## config.mk

```make
export PLATFORM = sky130hd
export DESIGN_NAME = alu_scheduler
export DESIGN_NICKNAME = d
export VERILOG_FILES = /design/src/rtl/alu_scheduler.sv
export SDC_FILE = /design/constraint.sdc
export NUM_CORES = 1
export LEC_CHECK = 0
export CELL_PAD_IN_SITES_DETAIL_PLACEMENT = 0
export CELL_PAD_IN_SITES_GLOBAL_PLACEMENT = 1
export CORE_MARGIN = 2
export CORE_UTILIZATION = 29
export CTS_BUF_LIST = sky130_fd_sc_hd__clkbuf_2
export CTS_CLUSTER_SIZE = 40
export DETAILED_ROUTE_END_ITERATION = 8
export PLACE_DENSITY_LB_ADDON = 0.1
export RECOVER_POWER = 100
export SLEW_MARGIN = 15
export SYNTH_ARGS = -nofsm -noshare
export SYNTH_HDL_FRONTEND = slang
export SYNTH_SLANG_ARGS = --single-unit
export TNS_END_PERCENT = 20
```

## constraint.sdc

```tcl
create_clock -name clk -period 2.4 [get_ports clk]
set_input_delay 0.48 -clock clk [delete_from_list [all_inputs] [get_ports clk]]
set_output_delay 0.48 -clock clk [all_outputs]
set_load 0.005 [all_outputs]
```

## src/rtl/alu_scheduler.sv

```systemverilog
// alu_scheduler: round-robin arbiter that shares one multicycle ALU between
// the main datapath (req0) and the auxiliary unit (req1). Operands are held
// on the ALU for the op latency; the result is returned on a valid/ready
// response channel.
module alu_scheduler #(
  parameter int unsigned MUL_LATENCY = 2
) (
  input  logic        clk,
  input  logic        reset,
  input  logic        req0_valid,
  output logic        req0_ready,
  input  logic [2:0]  req0_op,
  input  logic [31:0] req0_a,
  input  logic [31:0] req0_b,
  input  logic        req1_valid,
  output logic        req1_ready,
  input  logic [2:0]  req1_op,
  input  logic [31:0] req1_a,
  input  logic [31:0] req1_b,
  output logic [2:0]  alu_control,
  output logic [31:0] alu_a,
  output logic [31:0] alu_b,
  input  logic [31:0] alu_result,
  input  logic [31:0] alu_result_extra,
  input  logic [3:0]  alu_flags,
  output logic        rsp_valid,
  input  logic        rsp_ready,
  output logic        rsp_id,
  output logic [31:0] rsp_result,
  output logic [31:0] rsp_result_extra,
  output logic [3:0]  rsp_flags,
  output logic        busy
);

  typedef enum logic [1:0] {
    S_IDLE = 2'd0,
    S_EXEC = 2'd1,
    S_RESP = 2'd2
  } state_t;

  localparam logic [3:0] MUL_CNT_INIT = 4'(MUL_LATENCY - 1);

  state_t      r_state;
  state_t      w_state_nxt;
  logic        r_last_grant;
  logic [2:0]  r_op;
  logic [31:0] r_a;
  logic [31:0] r_b;
  logic        r_id;
  logic [3:0]  r_cnt;
  logic        r_rsp_id;
  logic [31:0] r_rsp_result;
  logic [31:0] r_rsp_extra;
  logic [3:0]  r_rsp_flags;

  logic        w_grant;
  logic        w_accept;
  logic        w_capture;
  logic [2:0]  w_acc_op;
  logic [31:0] w_acc_a;
  logic [31:0] w_acc_b;
  logic [3:0]  w_acc_cnt;

  // Arbitration, handshake decode and next-state selection
  always_comb begin
    w_state_nxt = r_state;
    w_grant     = 1'b0;
    req0_ready  = 1'b0;
    req1_ready  = 1'b0;
    w_capture   = 1'b0;
    // Only-valid requester wins; on a tie the one not served last wins.
    if (req0_valid && req1_valid) w_grant = ~r_last_grant;
    else                          w_grant = req1_valid;
    if (r_state == S_IDLE) begin
      req0_ready = req0_valid & ~w_grant;
      req1_ready = req1_valid & w_grant;
    end
    w_accept  = req0_ready | req1_ready;
    w_acc_op  = w_grant ? req1_op : req0_op;
    w_acc_a   = w_grant ? req1_a  : req0_a;
    w_acc_b   = w_grant ? req1_b  : req0_b;
    w_acc_cnt = w_acc_op[2] ? MUL_CNT_INIT : 4'd0;
    case (r_state)
      S_IDLE: if (w_accept) w_state_nxt = S_EXEC;
      S_EXEC: begin
        if (r_cnt == 4'd0) begin
          w_capture   = 1'b1;
          w_state_nxt = S_RESP;
        end
      end
      S_RESP: if (rsp_ready) w_state_nxt = S_IDLE;
      default: w_state_nxt = S_IDLE;
    endcase
  end

  // State register
  always_ff @(posedge clk) begin
    if (!reset) r_state <= S_IDLE;
    else        r_state <= w_state_nxt;
  end

  // Operand latch on accept and EXEC latency countdown
  always_ff @(posedge clk) begin
    if (!reset) begin
      r_last_grant <= 1'b1;
      r_op         <= '0;
      r_a          <= '0;
      r_b          <= '0;
      r_id         <= 1'b0;
      r_cnt        <= '0;
    end else if (w_accept) begin
      r_last_grant <= w_grant;
      r_op         <= w_acc_op;
      r_a          <= w_acc_a;
      r_b          <= w_acc_b;
      r_id         <= w_grant;
      r_cnt        <= w_acc_cnt;
    end else if (r_state == S_EXEC && r_cnt != 4'd0) begin
      r_cnt <= r_cnt - 4'd1;
    end
  end

  // Response capture at the end of the EXEC window; held until overwritten
  always_ff @(posedge clk) begin
    if (!reset) begin
      r_rsp_id     <= 1'b0;
      r_rsp_result <= '0;
      r_rsp_extra  <= '0;
      r_rsp_flags  <= '0;
    end else if (w_capture) begin
      r_rsp_id     <= r_id;
      r_rsp_result <= alu_result;
      r_rsp_extra  <= alu_result_extra;
      r_rsp_flags  <= alu_flags;
    end
  end

  assign alu_control      = r_op;
  assign alu_a            = r_a;
  assign alu_b            = r_b;
  assign rsp_valid        = (r_state == S_RESP);
  assign rsp_id           = r_rsp_id;
  assign rsp_result       = r_rsp_result;
  assign rsp_result_extra = r_rsp_extra;
  assign rsp_flags        = r_rsp_flags;
  assign busy             = (r_state != S_IDLE);

endmodule

```

==> reports/metrics.cfg, run 1 <==
[global_routing]
grt-ovfl-total = 0
grt_pass1_vias = 5875
antenna_found_initial = 4
grtUsageTotal_pct = 18.8
grt_pass1_wl_um = 31900
grt_max_degree = 69

[routing]
antenna_left = 0
drt_iter0_drc = 165
vias = 6047
detail_route.wl_per_cell_um = 15.2
wirelength_um = 20200
first_pass_iters = 4
via_per_inst = 4.54
drc = 0

[placement]
dp_hpwl_um = 14500
routabilityCongestion = 0.766
dp_worst_setup_slack_ns = 0.124
place.port_buffers = 346

[critical_path]
critical_path_arrival_ns = 1.75
cp-end-kind = output pin
crit_fanout = 5
worstSetupPathType = flip-flop to output pin
cpPeakStageDelay_ns = 0.50
crit_chain = nor2_4, inv_2, clkdlybuf4s50_1
critPathLaunchType = flip-flop
slowest_stage = clkdlybuf4s50_1
worstPathRequired_ns = 1.92

[flow_run]
drv_cap = 0

[clocking]
clock-sinks = 144
cts.clk_slew.worst_paths_ns = 0.22
clk_path_buf_depth = 2
cts_made_buffers = 17
root_buffer = clkbuf_2
clk_latency_ns = 0.70
htreeDepth = 4
hold_buffers = 0
cts_tree = done

[floorplan]
die_width_um = 146
die_y_um = 146
rows = 51
initial_utilization_pct = 29.8
num_io_pins = 347
core-area_sq_um = 19600
die_area_sq_um = 21300

[sta]
fin_crit_sh_pct = 92.8
maxSlewHeadroom_pct = 44.0
rsz0062_at_grt = no
worst_pin_slew_ns = 0.841
setup_viol_count_final = 0
hold_violations = 0
fin_crit_ns = 2.23
clock_skew_ns = 0.0418
setup_ws_ns = 0.172
fmax_mhz = 449
fin_setup_tns_ns = 0
drv_slew = 0

[yosys]
synth_area_per_cell_sq_um = 8.07
synth_area_sq_um = 5840
netlist.area_leader.share_pct = 49.4
synth_area_leader_cell = dfxtp_1
syn_nets = 933
ys_warn_count = 0
synth_cells = 724
ys_top_cells_by_area = dfxtp_1 (49%), nand2_1 (17%), a21boi_1 (7.6%)
synth_cell_types = 32
ys_seq_area_share_pct = 49.4
ys_ff_latch = 144

[layout]
nets = 1259
final_common_cell = nand2_1
area_growth_pct = 68.2
final_cell_mix = nand2_1 (272), clkdlybuf4s50_1 (206), dfxtp_1 (143)
drive_gt1_share_pct = 6.49

[pwr]
leakage_nw = 3.99
p_per_area_nw_per_um2 = 667
power.total_mw = 6.55
ir_worst_vdd_uv = 302

[hold_path]
hp-class = input port to flip-flop

[outcome]
outcome = completed

==> kinds of logic after synthesis <==
group	synth area share, %
XOR/XNOR	0.450
AO/OA/AOI/OAI	23.8
AND/OR/NAND/NOR	20.5
adder cells (fa/ha/maj)	0.428
flip-flops	49.4
buffers and inverters	5.55
==> routing by layer <==
metal  part of all wire (%)  up-vias  track usage (%)
li1                       -     3089                -
met1                     39     2722             21.3
met2                     50      214             32.5
met3                    8.9       20             7.49
met4                    1.5        2             5.74
met5                  0.040        -                0
==> flip-flops by register name, indices dropped and copies added (netlist names) <==
register,cells
rsp_result_extra,32
r_cnt,4
rsp_result,32
r_id,1
alu_a,32
alu_control,3
r_state,2
rsp_flags,4
alu_b,32
rsp_id,1
r_last_grant,1
==> cells in the mapped netlist (all sizes together) <==
master and count:
xor2 2, nand2 277, o311ai 1, a22oi 1
buf 32, a211oi 1, o21ai 70, nor3b 1
inv 4, or3b 1, xnor2 1, nand2b 2
a21oi 1, nor3 1, ha 2, nor2b 4
clkbuf 27, o21a 3, nor2 10, a21boi 70
a31oi 67, nand3 2, dfxtp 144
==> metrics by stage <==
step	cells	util (%)	hold slack, ns	instance area, sq um
after floorplan	724	-	0.440	5840
after global placement	1293	49.1	0.439	9610
after detailed placement	1293	49.1	0.444	9610
after CTS	1328	50.5	0.146	9890
after global routing	1331	50.1	0.148	9820
final	1331	50.1	0.213	9820
==> worst paths after layout <==
path	start	to	slack, ns	depth (start not counted)
max	r_state[1]	busy	0.17	3
min	reset	alu_a[9]	0.21	3
max reg2reg	r_cnt[0]	rsp_id	0.31	7
min reg2reg	rsp_result_extra[11]	rsp_result_extra[11]	0.46	2
==> power breakdown <==
part / internal (mW) / switching [mW] / leakage [nW]
clock network: 0.589 / 0.920 / 0.147
logic: 1.16 / 0.967 / 2.66
registers: 2.75 / 0.164 / 1.18
==> worst max-delay path, delay by kind of cell, from the launching register on <==
family	cells	cell delay (ns)
buf+inv	2	0.58
flops	1	0.44
simple gates	1	0.06
==> repair_timing <==
action                                  CTS  global route
gates resized for setup                   8             0
endpoints found under the setup margin    4             0
buffers inserted                          3             0
==> cell type report <==
cell class	count	area, sq um
flip-flops and latches	144	2880
inverters	4	15.0
clock buffers	19	95.1
well taps	265	332
clock inverters	13	161
repair buffers	366	3710
diodes	3	7.51
fillers	1992	9770
multi-input cells	517	2610
Power figures use the tool's default switching activity.
==> inputs of run 2 (changes only) <==
CORE_UTILIZATION = 24   (was 29)
clock period = 2 ns   (was 2.4 ns; I/O delays follow)
==> run 2 against run 1 <==
Setup slack lost 0.12 ns. Worst hold slack lost 0.021 ns. Critical path type unchanged. Non-clock buffer count grew 18. Final area grew 2.6%. Sequential share of layout area grew 0.81 points. Sequential power grew 23%. Flip-flop and latch count is the same. Final cell count grew 5.6%. Highest routed layer is now met4. Count of clock-buffer cells in the layout is the same. Power grew 22%. Clock skew grew 0.0091 ns. Utilization shrank 8.3 points.
==> reports/metrics.cfg, run 2 (same netlist as run 1, synthesis figures left out) <==
[sta]
drv_slew = 0  ; unchanged
clock_skew_ns = 0.0509  ; was 0.0418 ns
maxSlewHeadroom_pct = 72.0  ; was 44.0%
fin_crit_ns = 1.94
fmax_mhz = 514
worst_pin_slew_ns = 0.420  ; was 0.841 ns
fin_crit_sh_pct = 97.2
hold_violations = 0  ; unchanged
setup_viol_count_final = 0  ; unchanged
fin_setup_tns_ns = 0  ; unchanged
rsz0062_at_grt = yes  ; was no

[critical_path]
reg2regPathDepth = 7  ; unchanged
worstPathRequired_ns = 1.60  ; was 1.92 ns
critical_path_arrival_ns = 1.54  ; was 1.75 ns
slowest_stage = dfxtp_2  ; was clkdlybuf4s50_1
worstSetupPathType = flip-flop to output pin  ; unchanged
r2r_setup_slack_ns = 0.15  ; was 0.31 ns
crit_fanout = 2  ; was 5
critPathLaunchType = flip-flop  ; unchanged
crit_buf_inv = 2  ; unchanged
crit_chain = nor2_4, buf_6, nand2_4, nor2_2, buf_2  ; was nor2_4, inv_2, clkdlybuf4s50_1
cp_num_cells = 5  ; was 3
cpPeakStageDelay_ns = 0.38  ; was 0.50 ns
cp-end-kind = output pin  ; unchanged
cp_top_family = flip-flops  ; was buffers and inverters

[clocking]
cts_tree = done  ; unchanged
clock-sinks = 144  ; unchanged
cts.clk_slew.worst_paths_ns = 0.28  ; was 0.22 ns
clk_latency_ns = 0.71  ; was 0.70 ns
root_buffer = clkbuf_2  ; unchanged
clk_path_buf_depth = 2  ; unchanged
cts_made_buffers = 17  ; unchanged
htreeDepth = 4  ; unchanged

[routing]
detail_route.wl_per_cell_um = 15.3  ; was 15.2 um
via_per_inst = 4.34  ; was 4.54
drc = 0  ; unchanged
vias = 6109  ; was 6047
drt_iter0_drc = 210  ; was 165
wirelength_um = 21500  ; was 20200 um
first_pass_iters = 6  ; was 4
antenna_left = 0  ; unchanged

[pwr]
p_per_area_nw_per_um2 = 790  ; was 667 nW/um^2
power.total_mw = 7.97  ; was 6.55 mW
leakage_nw = 4.34  ; was 3.99 nW
ir_worst_vdd_uv = 352  ; was 302 uV

[global_routing]
grt-ovfl-total = 0  ; unchanged
grt_pass1_wl_um = 33700  ; was 31900 um
grt_max_degree = 70  ; was 69
grt_pass1_vias = 6010  ; was 5875
grtUsageTotal_pct = 16.7  ; was 18.8%
antenna_found_initial = 2  ; was 4

[floorplan]
die_width_um = 160  ; was 146 um
core-area_sq_um = 24100  ; was 19600 sq um
initial_utilization_pct = 24.2  ; was 29.8%
die_y_um = 160  ; was 146 um
rows = 57  ; was 51
num_io_pins = 347  ; unchanged
die_area_sq_um = 25600  ; was 21300 sq um

[layout]
multi_input_area_sq_um = 2670  ; was 2610 sq um
nets = 1277  ; was 1259
final_common_cell = nand2_1  ; unchanged
regArea_sq_um = 3040  ; was 2880 sq um
drive_gt1_share_pct = 21.1  ; was 6.49%
area_growth_pct = 72.6  ; was 68.2%
final_cell_mix = nand2_1 (267), clkdlybuf4s50_1 (205), dlygate4sd2_1 (136)  ; was nand2_1 (272), clkdlybuf4s50_1 (206), dfxtp_1 (143)
num-fill-cells = 2592  ; was 1992

[outcome]
outcome = completed  ; unchanged

[hold_path]
hp-class = input port to flip-flop  ; unchanged
hold_depth = 3  ; unchanged

[placement]
routabilityCongestion = 0.764  ; was 0.766
place.port_buffers = 346  ; unchanged
dp_hpwl_um = 15300  ; was 14500 um

[flow_run]
drv_cap = 0  ; unchanged

[run 2: metrics by stage]
| stage | area (sq um) | util [%] | std cells | setup WS, ns | hold WS, ns |
|---|---|---|---|---|---|
| finish | 10100 | 41.8 | 1406 | 0.0554 | 0.193 |
| global route | 10100 | 41.8 | 1406 | -0.121 | 0.0665 |
| CTS | 10100 | 41.8 | 1403 | -0.106 | 0.0713 |
| detailed placement | 9790 | 40.6 | 1365 | -0.0871 | 0.444 |
| global placement | 9790 | 40.6 | 1365 | -0.0885 | 0.440 |
| floorplan | 5840 | - | 724 | 0.491 | 0.440 |
[run 2: worst reg2reg max path, stage by stage (launching register included)]
cell	delay, ns
dfxtp_1	0.38
inv_1	0.08
ha_1	0.16
or3b_1	0.46
nor2_8	0.26
buf_12	0.23
nand2_1	0.10
a21boi_1	0.14
[run 2: power by group]
part           internal, mW  switching (mW)
logic                  1.36            1.23
registers              3.37           0.202
clock network         0.611            1.19
total                  5.35            2.62
[run 2: path summary, 6_finish.rpt]
check | from | to
hold reg to reg | rsp_result_extra[26] | rsp_result_extra[26]
hold / removal | req1_a[20] | alu_a[20]
setup reg to reg | r_cnt[0] | rsp_result_extra[29]
setup / recovery | r_state[1] | req0_ready
[run 2: area by class of cell]
class / instances / share of cell area, %
Clock buffer: 19 / 0.943
Sequential cell: 144 / 30.2
Multi-Input combinational cell: 517 / 26.5
Tap cell: 324 / 4.02
Clock inverter: 13 / 1.50
Timing Repair Buffer: 384 / 36.7
Inverter: 4 / 0.174
Antenna cell: 1 / 0.0248
[run 2: per-layer routing]
metal	vias up	share of wire [%]	global-route usage, %
li1	3114	-	-
met1	2747	42	19.4
met2	231	48	28.8
met3	17	8.6	6.52
met4	0	1.4	4.38
met5	-	0	0
[run 2: what timing repair did]
item                                    CTS  global route
cloned                                    0             0
hold buffers                              1             0
endpoints found under the setup margin  140             4
setup buffers                             5             2
endpoints found under the hold margin    10             0
gates resized for setup                 286             5
pin swaps                                 2             2
